--- config.mk ---
export PLATFORM = sky130hd
export DESIGN_NAME = layer_sequencer
export DESIGN_NICKNAME = d
export VERILOG_FILES = /design/src/rtl/layer_sequencer.sv
export SDC_FILE = /design/constraint.sdc
export NUM_CORES = 1
export LEC_CHECK = 0
export ABC_AREA = 1
export CAP_MARGIN = 10
export CORE_MARGIN = 2
export CORE_UTILIZATION = 55
export DETAILED_ROUTE_END_ITERATION = 12
export DONT_BUFFER_PORTS = 1
export GPL_TIMING_DRIVEN = 0
export PLACE_DENSITY = 0.7
export SLEW_MARGIN = 20
export SYNTH_ARGS = -nofsm -noshare
export SYNTH_HDL_FRONTEND = slang
export SYNTH_SLANG_ARGS = --single-unit
--- constraint.sdc ---
create_clock -name clk -period 2.45 [get_ports clk]
set_input_delay 0.6125 -clock clk [delete_from_list [all_inputs] [get_ports clk]]
set_output_delay 0.6125 -clock clk [all_outputs]
set_load 0.005 [all_outputs]
--- src/rtl/layer_sequencer.sv ---
// layer_sequencer
// Frame-level controller for the fully-connected layer chain. It accepts one
// frame via frameValid/frameReady and then walks the layers in order. For each
// layer it gives a one-cycle clear pulse, holds the layer's enable until that
// layer reports done, and leaves a one-cycle gap before the next layer starts.
// It presents the result with a resultValid/resultReady handshake and counts
// the frames that complete.
//
// Optional feature macro: TIMEOUT_EN
//   Defined   : each layer's RUN phase is limited to timeoutCycles cycles. When
//               the limit is hit the sequencer parks in ERROR (error=1) until
//               errorClear is asserted.
//   Undefined : RUN waits for done indefinitely, error is tied low and
//               errorClear is ignored.
//
// All outputs are decoded from registered state only (state, activeLayer,
// frameCount). Reset is synchronous and active-low.

`default_nettype none

module layer_sequencer #(
  parameter int numLayers     = 3,
  parameter int timeoutCycles = 1024,
  parameter int countWidth    = 16,
  localparam int layerWidth   = (numLayers > 1) ? $clog2(numLayers) : 1
) (
  input  logic                  clk,
  input  logic                  reset,
  input  logic                  frameValid,
  output logic                  frameReady,
  output logic [numLayers-1:0]  layerClear,
  output logic [numLayers-1:0]  layerEnable,
  input  logic [numLayers-1:0]  layerDone,
  output logic                  resultValid,
  input  logic                  resultReady,
  output logic                  busy,
  output logic [layerWidth-1:0] activeLayer,
  output logic [countWidth-1:0] frameCount,
  output logic                  error,
  input  logic                  errorClear
);

  // Sequencer phases. ERROR exists only when the run timeout is built in.
  typedef enum logic [2:0] {
    IDLE,
    CLEAR,
    RUN,
    GAP,
    HOLD
`ifdef TIMEOUT_EN
    , ERROR
`endif
  } stateType;

  localparam logic [layerWidth-1:0] lastLayerIndex = layerWidth'(numLayers - 1);

  stateType             state;
  stateType             nextState;
  logic [numLayers-1:0] layerOneHot;
  logic                 activeDone;
  logic                 onLastLayer;

`ifdef TIMEOUT_EN
  localparam int runWidth = $clog2(timeoutCycles);
  // The last legal RUN cycle, counted from zero. If done has not arrived by
  // then, the layer has timed out.
  localparam logic [runWidth-1:0] runLimit = runWidth'(timeoutCycles - 1);

  logic [runWidth-1:0] runCount;
  logic                runExpired;
`endif

  // Only the active layer's done bit matters. Done bits from any other layer
  // never reach the FSM.
  assign activeDone  = layerDone[activeLayer];
  assign onLastLayer = (activeLayer == lastLayerIndex);

  // One-hot decode of the active layer index. It drives both clear and enable.
  always_comb begin
    for (int k = 0; k < numLayers; k++) begin
      layerOneHot[k] = (activeLayer == layerWidth'(k));
    end
  end

  // State register
  always_ff @(posedge clk) begin
    // NOTE: sequential state uses non-blocking (<=) so every flop samples the
    // pre-edge values regardless of process ordering.
    if (!reset) begin
      state <= IDLE;
    end else begin
      state <= nextState;
    end
  end

  // Next-state logic. Done wins over the timeout when both happen in the same cycle.
  always_comb begin
    // NOTE: default first so every path assigns nextState and no latch is inferred.
    nextState = state;
    case (state)
      IDLE: begin
        if (frameValid) begin
          nextState = CLEAR;
        end
      end
      CLEAR: begin
        nextState = RUN;
      end
      RUN: begin
        if (activeDone) begin
          nextState = onLastLayer ? HOLD : GAP;
        end
`ifdef TIMEOUT_EN
        else if (runExpired) begin
          nextState = ERROR;
        end
`endif
      end
      GAP: begin
        nextState = CLEAR;
      end
      HOLD: begin
        if (resultReady) begin
          nextState = IDLE;
        end
      end
`ifdef TIMEOUT_EN
      ERROR: begin
        if (errorClear) begin
          nextState = IDLE;
        end
      end
`endif
      default: begin
        nextState = IDLE;
      end
    endcase
  end

  // Output decode from the registered state and the layer index
  always_comb begin
    frameReady  = 1'b0;
    layerClear  = '0;
    layerEnable = '0;
    resultValid = 1'b0;
    busy        = 1'b1;
    error       = 1'b0;
    case (state)
      IDLE: begin
        frameReady = 1'b1;
        busy       = 1'b0;
      end
      CLEAR: begin
        layerClear = layerOneHot;
      end
      RUN: begin
        layerEnable = layerOneHot;
      end
      HOLD: begin
        resultValid = 1'b1;
      end
`ifdef TIMEOUT_EN
      ERROR: begin
        error = 1'b1;
      end
`endif
      default: begin
        busy = 1'b1;
      end
    endcase
  end

  // Layer index. It advances when a gap ends and returns to zero whenever the
  // sequencer heads back to IDLE, so every frame starts at layer 0.
  always_ff @(posedge clk) begin
    if (!reset) begin
      activeLayer <= '0;
    end else if (state == GAP) begin
      activeLayer <= activeLayer + layerWidth'(1);
    end else if (nextState == IDLE) begin
      activeLayer <= '0;
    end
  end

  // Completed-frame counter. It counts the result handshake and wraps naturally.
  always_ff @(posedge clk) begin
    if (!reset) begin
      frameCount <= '0;
    end else if ((state == HOLD) && resultReady) begin
      frameCount <= frameCount + countWidth'(1);
    end
  end

`ifdef TIMEOUT_EN
  assign runExpired = (runCount == runLimit);

  // Run-cycle counter. It is zeroed during CLEAR, so the first RUN cycle reads 0.
  always_ff @(posedge clk) begin
    if (!reset) begin
      runCount <= '0;
    end else if (state == CLEAR) begin
      runCount <= '0;
    end else if (state == RUN) begin
      runCount <= runCount + runWidth'(1);
    end
  end
`else
  // Without the timeout, errorClear has no function.
  logic unusedErrorClear;
  assign unusedErrorClear = errorClear;
`endif

  // At most one layer is enabled at a time.
  assertEnableOneHot : assert property (@(posedge clk) disable iff (!reset)
    $onehot0(layerEnable));

  // A layer is never cleared and enabled in the same cycle.
  assertClearEnableExclusive : assert property (@(posedge clk) disable iff (!reset)
    !((|layerClear) && (|layerEnable)));

  // frameReady is only offered while the sequencer is idle.
  assertReadyOnlyIdle : assert property (@(posedge clk) disable iff (!reset)
    !(frameReady && busy));

endmodule

`default_nettype wire

== Yosys cells after proc, flatten, opt, wreduce, memory -nomap -nowiden ==
Index checks and enable logic that the tools add are counted.

* Input bits: 8
* Logic and storage cells: 31
* Bits in registers: 21

* Add/sub/neg operators: 2
* Mux-type cells: 14
* Eq/ne operators: 6
* Reductions and logical operators: 5
* $lt $le $gt $ge: 1

{| class="wikitable"
|+ Operators with widths
! kind !! number
|-
| 3-bit 2-to-1 mux || 6
|-
| 16-bit by 1-bit adder with 16-bit output, second input constant || 1
|-
| 3-bit one-hot mux with 5 select lines || 1
|-
| 3-bit by 2-bit == test with 1-bit output, second input constant || 2
|-
| 3-bit zero test || 2
|-
| 1-bit 2-to-1 mux || 4
|-
| 2-bit 2-to-1 mux || 2
|-
| 3-bit by 1-bit == test with 1-bit output, second input constant || 1
|-
| 3-bit == test, second input constant || 1
|-
| 2-bit by 3-bit less-than comparator with 1-bit output, second input constant || 1
|-
| 2-bit by 1-bit adder with 2-bit output, second input constant || 1
|-
| 1-bit binary-select mux with 2-bit select || 1
|-
| 2-bit by 1-bit == test with 1-bit output, second input constant || 1
|-
| 2-bit == test, second input constant || 1
|-
| 2-bit zero test || 1
|-
| 2-bit nonzero test || 1
|-
| 1-bit logical AND || 1
|}

== Logic depth before layout (Yosys ltp) ==
Gate-level depths: netlist of run 1.

* Word-level depth: 7
* Gate-level depth with buffers: 11
* Depth with buffers taken out: 11

== Worst setup path after synthesis of run 1 ==
Ideal clock, no wire load.

* Path kind: input port to flip-flop
* Start: input resultReady
* End: register frameCount[10]
* Setup time: 0.119 ns
* Setup slack: 0.732 ns
* Required time: 2.331 ns
* Arrival time: 1.599 ns
* Buffers on the path: 0
* Cell stages on the path: 9
* Cells stage by stage: inv_1 nor3_4 inv_2 nor2_4 nand2_1 nor2_1 inv_1 o21ai_0 a21oi_1

* Cells in the longest elaborated chain, start to end: 1

{| class="wikitable"
|+ RTL lines
! element !! RTL line !! source
|-
| start, declared || 35 || <nowiki>input logic resultReady,</nowiki>
|-
| 1-bit logical AND || 189 || <nowiki>end else if ((state == HOLD) && resultReady) begin</nowiki>
|-
| end signal, assigned || 190 || <nowiki>frameCount <= frameCount + countWidth'(1);</nowiki>
|-
| end, declared || 38 || <nowiki>output logic [countWidth-1:0] frameCount,</nowiki>
|}

No other way between the ends.
A chain may end at the register's enable or synchronous reset.

== Final worst setup path of run 1 ==
* Start: register activeLayer[0]
* End: output layerEnable[2]

* Cells in the longest elaborated chain, start to end: 2

{| class="wikitable"
|+ RTL lines
! element !! RTL line !! source
|-
| start, declared || 37 || <nowiki>output logic [layerWidth-1:0] activeLayer,</nowiki>
|-
| start signal, assigned || 179 || <nowiki>activeLayer <= activeLayer + layerWidth'(1);</nowiki>
|-
| 2-bit == test || 81 || <nowiki>layerOneHot[k] = (activeLayer == layerWidth'(k));</nowiki>
|-
| 3-bit 2-to-1 mux || 148 || <nowiki>case (state)</nowiki>
|-
| end, declared || 32 || <nowiki>output logic [numLayers-1:0] layerEnable,</nowiki>
|}

No other way between the ends.

==> impl_metrics.toml, run 1 <==
[global_route]
antenna_found_initial = 0
grt.overflow.total = 0
busiest_layer = "met2"
met2_usage = 0.410
grtUsageMet1 = 0.248
grt_use_total = 0.217
grt_pass1_wl_um = 4420
grt_max_degree = 13
first_global_vias = 1098
use_met3 = 0.0345

[placed_design]
routabilityCongestion = 0.880
dp_hpwl_um = 2040
portBuffers = 0

[worst_hold_path]
whs_path_depth = 1
hold_path_class = "in2reg"

[clocking]
clock_path_buffers = 2
tritoncts = "yes"
cts.sinks = 21
cts_inserted_buffers = 3
holdBufCountCts = 0
clockRootBuffer = "clkbuf_4"
post_cts_buffers = 0
cts-resized-gates = 0
clock_latency_ps = 300
h-tree-depth = 1
path_clk_slew_ps = 120

[synth]
avgSynthCellArea_sq_um = 6.56
synth.distinct_cells = 26
syn-cell-area_sq_um = 1250
synthCells = 190
synth-seq-cells = 21
seq_area_frac_synth = 0.337
syn-num-nets = 202
yosys_warnings = 0

[status]
outcome = "finished clean"

[floorplan]
num_rows = 17
core_sq_um = 2170
die_w_um = 51.6
die-area_sq_um = 2660
ios = 36
die_h_um = 51.6
start_util = 0.574

[route]
viasPerCell = 5.22
postRouteAntennaNets = 0
drt_iter0_drc = 18
drc = 0
first_pass_iters = 4
dr_total_vias = 1158
routed_wl_um = 2620
wl_per_cell_um = 11.8

[flow_run]
timing.max_cap.violations = 0

[finish]
area_growth_syn_to_layout_pct = 5.02
final_util = 0.603
final_nets = 207
drive_gt1_frac = 0.0773
antennaDiodeCount = 0

[power]
power_uw = 581
p_leak_nw = 0.592
p_per_area_nw_per_um2 = 444
irDropWorstVdd_uv = 351

[worst_setup_path]
path_class = "reg2out"
r2r_cells = 10
crit_required_ps = 1840
cp_max_fo = 7
critPathArrivalTime_ps = 1310
end_kind = "output pin"
critPathLaunchType = "register"

[timing]
setup-tns-final_ps = 0
setup_violations = 0
rsz0062_at_grt = "no"
period_share = 0.783
fin_crit_ps = 1920
clock_skew_ps = 1.29
hold_violations = 0
drv_slew = 0
max_freq_mhz = 521
-- flip-flops by register name, indices dropped and copies added (netlist names) --
signal       flops
frameCount      16
state            3
activeLayer      2
-- cells in the mapped netlist --
| master | n | area, sq um |
|---|---|---|
| a211oi_1 | 1 | 7.51 |
| a21oi_1 | 15 | 75.1 |
| and3_1 | 1 | 6.26 |
| buf_4 | 1 | 7.51 |
| buf_6 | 1 | 11.3 |
| clkinv_1 | 1 | 3.75 |
| conb_1 | 1 | 3.75 |
| dfxtp_1 | 21 | 420 |
| ha_1 | 4 | 50.1 |
| inv_1 | 35 | 131 |
| inv_2 | 2 | 7.51 |
| nand2_1 | 45 | 169 |
| nand2_2 | 1 | 6.26 |
| nand2_4 | 1 | 11.3 |
| nand3_1 | 11 | 55.1 |
| nand3_4 | 1 | 17.5 |
| nand4_1 | 4 | 25.0 |
| nor2_1 | 21 | 78.8 |
| nor2_4 | 3 | 33.8 |
| nor3_1 | 6 | 30.0 |
| nor3_4 | 1 | 16.3 |
| nor3b_1 | 1 | 7.51 |
| nor4_1 | 1 | 6.26 |
| o21a_1 | 1 | 7.51 |
| o21ai_0 | 8 | 40.0 |
| xor2_1 | 2 | 17.5 |
-- cell type report --
cell class / count / area [sq um]
plain buffers: 2 / 18.8
clock buffers: 3 / 22.5
clock inverters: 1 / 5.00
fillers: 222 / 861
inverters: 38 / 143
multi-input cells: 129 / 664
flip-flops and latches: 21 / 420
well taps: 28 / 35.0
-- cell families (layout without fill, tap and decap cells) --
kind of cell / after synthesis / after routing / synth area share
adders and majority gates: 4 / 4 / 0.0402
and+or+nand+nor: 97 / 97 / 0.371
AOI/OAI and AO/OA: 25 / 25 / 0.104
other: 1 / 1 / 0.00301
xor gates and xnor gates: 2 / 2 / 0.0141
buffers and inverters: 40 / 44 / 0.130
DFF: 21 / 21 / 0.337
-- cell usage in the layout (no fill, tap or decap), types with 2 or more instances in the layout --
cell      count
nand4_1       4
dfxtp_1      21
clkbuf_4      3
ha_1          4
nor2_4        3
nor2_1       21
nand2_1      45
xor2_1        2
a21oi_1      15
nor3_1        6
o21ai_0       8
inv_1        35
nand3_1      11
inv_2         2
-- metal layers --
layer	routed length, um	vias up	share of wire
met1	1120	514	0.43
met3	132	4	0.050
met5	0	-	0
met2	1340	37	0.51
met4	21	0	0.0080
li1	-	603	-
-- per-stage QoR --
stage / hold slack, ps / instance area [sq um] / setup WS (ps) / instances
after floorplan: 464 / 1250 / 732 / 190
after global placement: 498 / 1280 / 532 / 218
after detailed placement: 497 / 1280 / 490 / 218
after CTS: 460 / 1310 / 523 / 222
after global routing: 472 / 1310 / 445 / 222
final: 459 / 1310 / 532 / 222
-- final timing paths --
kind / startpoint / endpoint / slack [ps]
hold / removal: reset / frameCount[9] / 460
setup / recovery: activeLayer[0] / layerEnable[2] / 530
hold reg to reg: frameCount[10] / frameCount[10] / 520
setup reg to reg: state[0] / frameCount[10] / 670
-- power breakdown --
| part | total [mW] | internal (mW) | switching [mW] | leakage, nW |
|---|---|---|---|---|
| clock | 0.169 | 0.0609 | 0.108 | 0.0177 |
| combinational | 0.0622 | 0.0193 | 0.0429 | 0.405 |
| sequential | 0.350 | 0.346 | 0.00382 | 0.169 |
| total | 0.581 | 0.426 | 0.155 | 0.592 |
-- worst max-delay path, cell delays in order (launching register included) --
cell	delay, ps
dfxtp_1	470
inv_1	150
ha_1	240
inv_1	70
nor2_1	70
Note: power is estimated with default switching activity, not from simulation.
==> inputs of run 2 (changes only) <==
- clock period: 2.45 -> 1.85 ns (I/O delays scaled with it)
==> run 2 against run 1 <==
Effect of this change: core utilization increased by 1.2 points; global-route usage unchanged; non-clock buffer count increased by 1; sequential power increased by 32%; critical endpoint is now layerClear[2].
==> impl_metrics.toml, run 2 (same netlist as run 1, synthesis figures left out) <==
[global_route]
antenna_found_initial = 0
grt_use_total = 0.217
grt_pass1_wl_um = 4420
grt.overflow.total = 0
first_global_vias = 1098
grt_max_degree = 13

[clocking]
h-tree-depth = 1
cts_inserted_buffers = 3
path_clk_slew_ps = 120
clock_path_buffers = 2
cts.sinks = 21
tritoncts = "yes"
clock_latency_ps = 300
clockRootBuffer = "clkbuf_4"

[floorplan]
num_rows = 17
start_util = 0.574
ios = 36
die-area_sq_um = 2660
die_h_um = 51.6
core_sq_um = 2170
die_w_um = 51.6

[worst_setup_path]
critPathLaunchType = "register"
critPathArrivalTime_ps = 1310
cp-startpoint = "activeLayer[0]"
end_kind = "output pin"
cp_max_fo = 7
crit_required_ps = 1390
r2r-start = "state[0]"
path_class = "reg2out"

[placed_design]
portBuffers = 0
dp_hpwl_um = 2040
pre_cts_ws_ps = 39.7
routabilityCongestion = 0.880

[route]
routed_wl_um = 2640
drc = 0
dr_total_vias = 1148
viasPerCell = 5.15
first_pass_iters = 4
drt_iter0_drc = 23
postRouteAntennaNets = 0
wl_per_cell_um = 11.8

[finish]
layout_common_cells = "nand2_1 (44), inv_1 (35), dfxtp_1 (21)"
antennaDiodeCount = 0
area_growth_syn_to_layout_pct = 7.03
seq_area_sq_um = 420
final_nets = 208
fillers = 218
largest-register = "frameCount"
drive_gt1_frac = 0.0923
reg.largest.list = "frameCount: 16 flops, state: 3 flops, activeLayer: 2 flops"
largest_reg_flops = 16
multiInputGateArea_sq_um = 669
mostFrequentLayoutCell = "nand2_1"

[timing]
period_share = 0.958
fin_crit_ps = 1770
setup_ws_ps = 78.5
clock_skew_ps = 1.73
drv_slew = 0
setup_violations = 0
setup-tns-final_ps = 0
max_freq_mhz = 564
hold_violations = 0

[status]
outcome = "finished clean"

[power]
p_leak_nw = 0.599
irDropWorstVdd_uv = 466
p_per_area_nw_per_um2 = 579

[flow_run]
timing.max_cap.violations = 0

[worst_hold_path]
hold_path_class = "in2reg"
hp-start = "reset"
-- run 2: cell types whose count changed in the layout (fill, tap and decap cells not counted), sizes merged --
cell	change
buf	+1
-- run 2: area by class of cell --
class / instances / area share
Timing Repair Buffer: 1 / 0.0150
Buffer: 2 / 0.0141
Clock buffer: 3 / 0.0169
Clock inverter: 1 / 0.00375
Tap cell: 28 / 0.0263
Sequential cell: 21 / 0.315
Inverter: 38 / 0.107
Multi-Input combinational cell: 129 / 0.502
-- run 2: critical path, cell delays in order (launching register included) --
cell and delay (ps):
dfxtp_1 470, inv_1 150, ha_1 240, inv_1 90, nor2_1 60
-- run 2: path summary, 6_finish.rpt --
| check | endpoint | depth (start not counted) | slack [ps] |
|---|---|---|---|
| min | frameCount[9] | 1 | 310 |
| max reg2reg | frameCount[10] | 11 | 150 |
| min reg2reg | frameCount[10] | 2 | 520 |
| max | layerClear[2] | 4 | 80 |
-- run 2: layer usage --
metal | part of all wire | wire length (um) | global-route usage | vias up
met4 | 0.0042 | 11 | 0.0658 | 0
met1 | 0.44 | 1150 | 0.248 | 516
li1 | - | - | - | 601
met2 | 0.52 | 1370 | 0.410 | 29
met3 | 0.040 | 105 | 0.0345 | 2
met5 | 0 | 0 | 0 | -
-- run 2: repair_timing --
action                     4_1_cts  5_1_grt
buffers inserted                 0        1
hold buffers                     0        0
setup endpoints to repair        0        5
gates resized for setup          0        2
-- run 2: report_power, final --
group,total [mW],internal [mW],switching [mW]
clock network,0.224,0.0807,0.144
registers,0.463,0.458,0.00508
logic,0.0845,0.0263,0.0582
total,0.772,0.565,0.207
-- run 2: stage by stage --
stage | total power, mW | cell area [sq um] | std cells | utilization | hold slack (ps)
floorplan | 0.541 | 1250 | 190 | - | 464
global placement | 0.552 | 1280 | 218 | 0.591 | 498
detailed placement | 0.556 | 1280 | 218 | 0.591 | 497
CTS | 0.771 | 1310 | 222 | 0.603 | 310
global route | 0.800 | 1330 | 223 | 0.615 | 322
finish | 0.772 | 1330 | 223 | 0.615 | 308
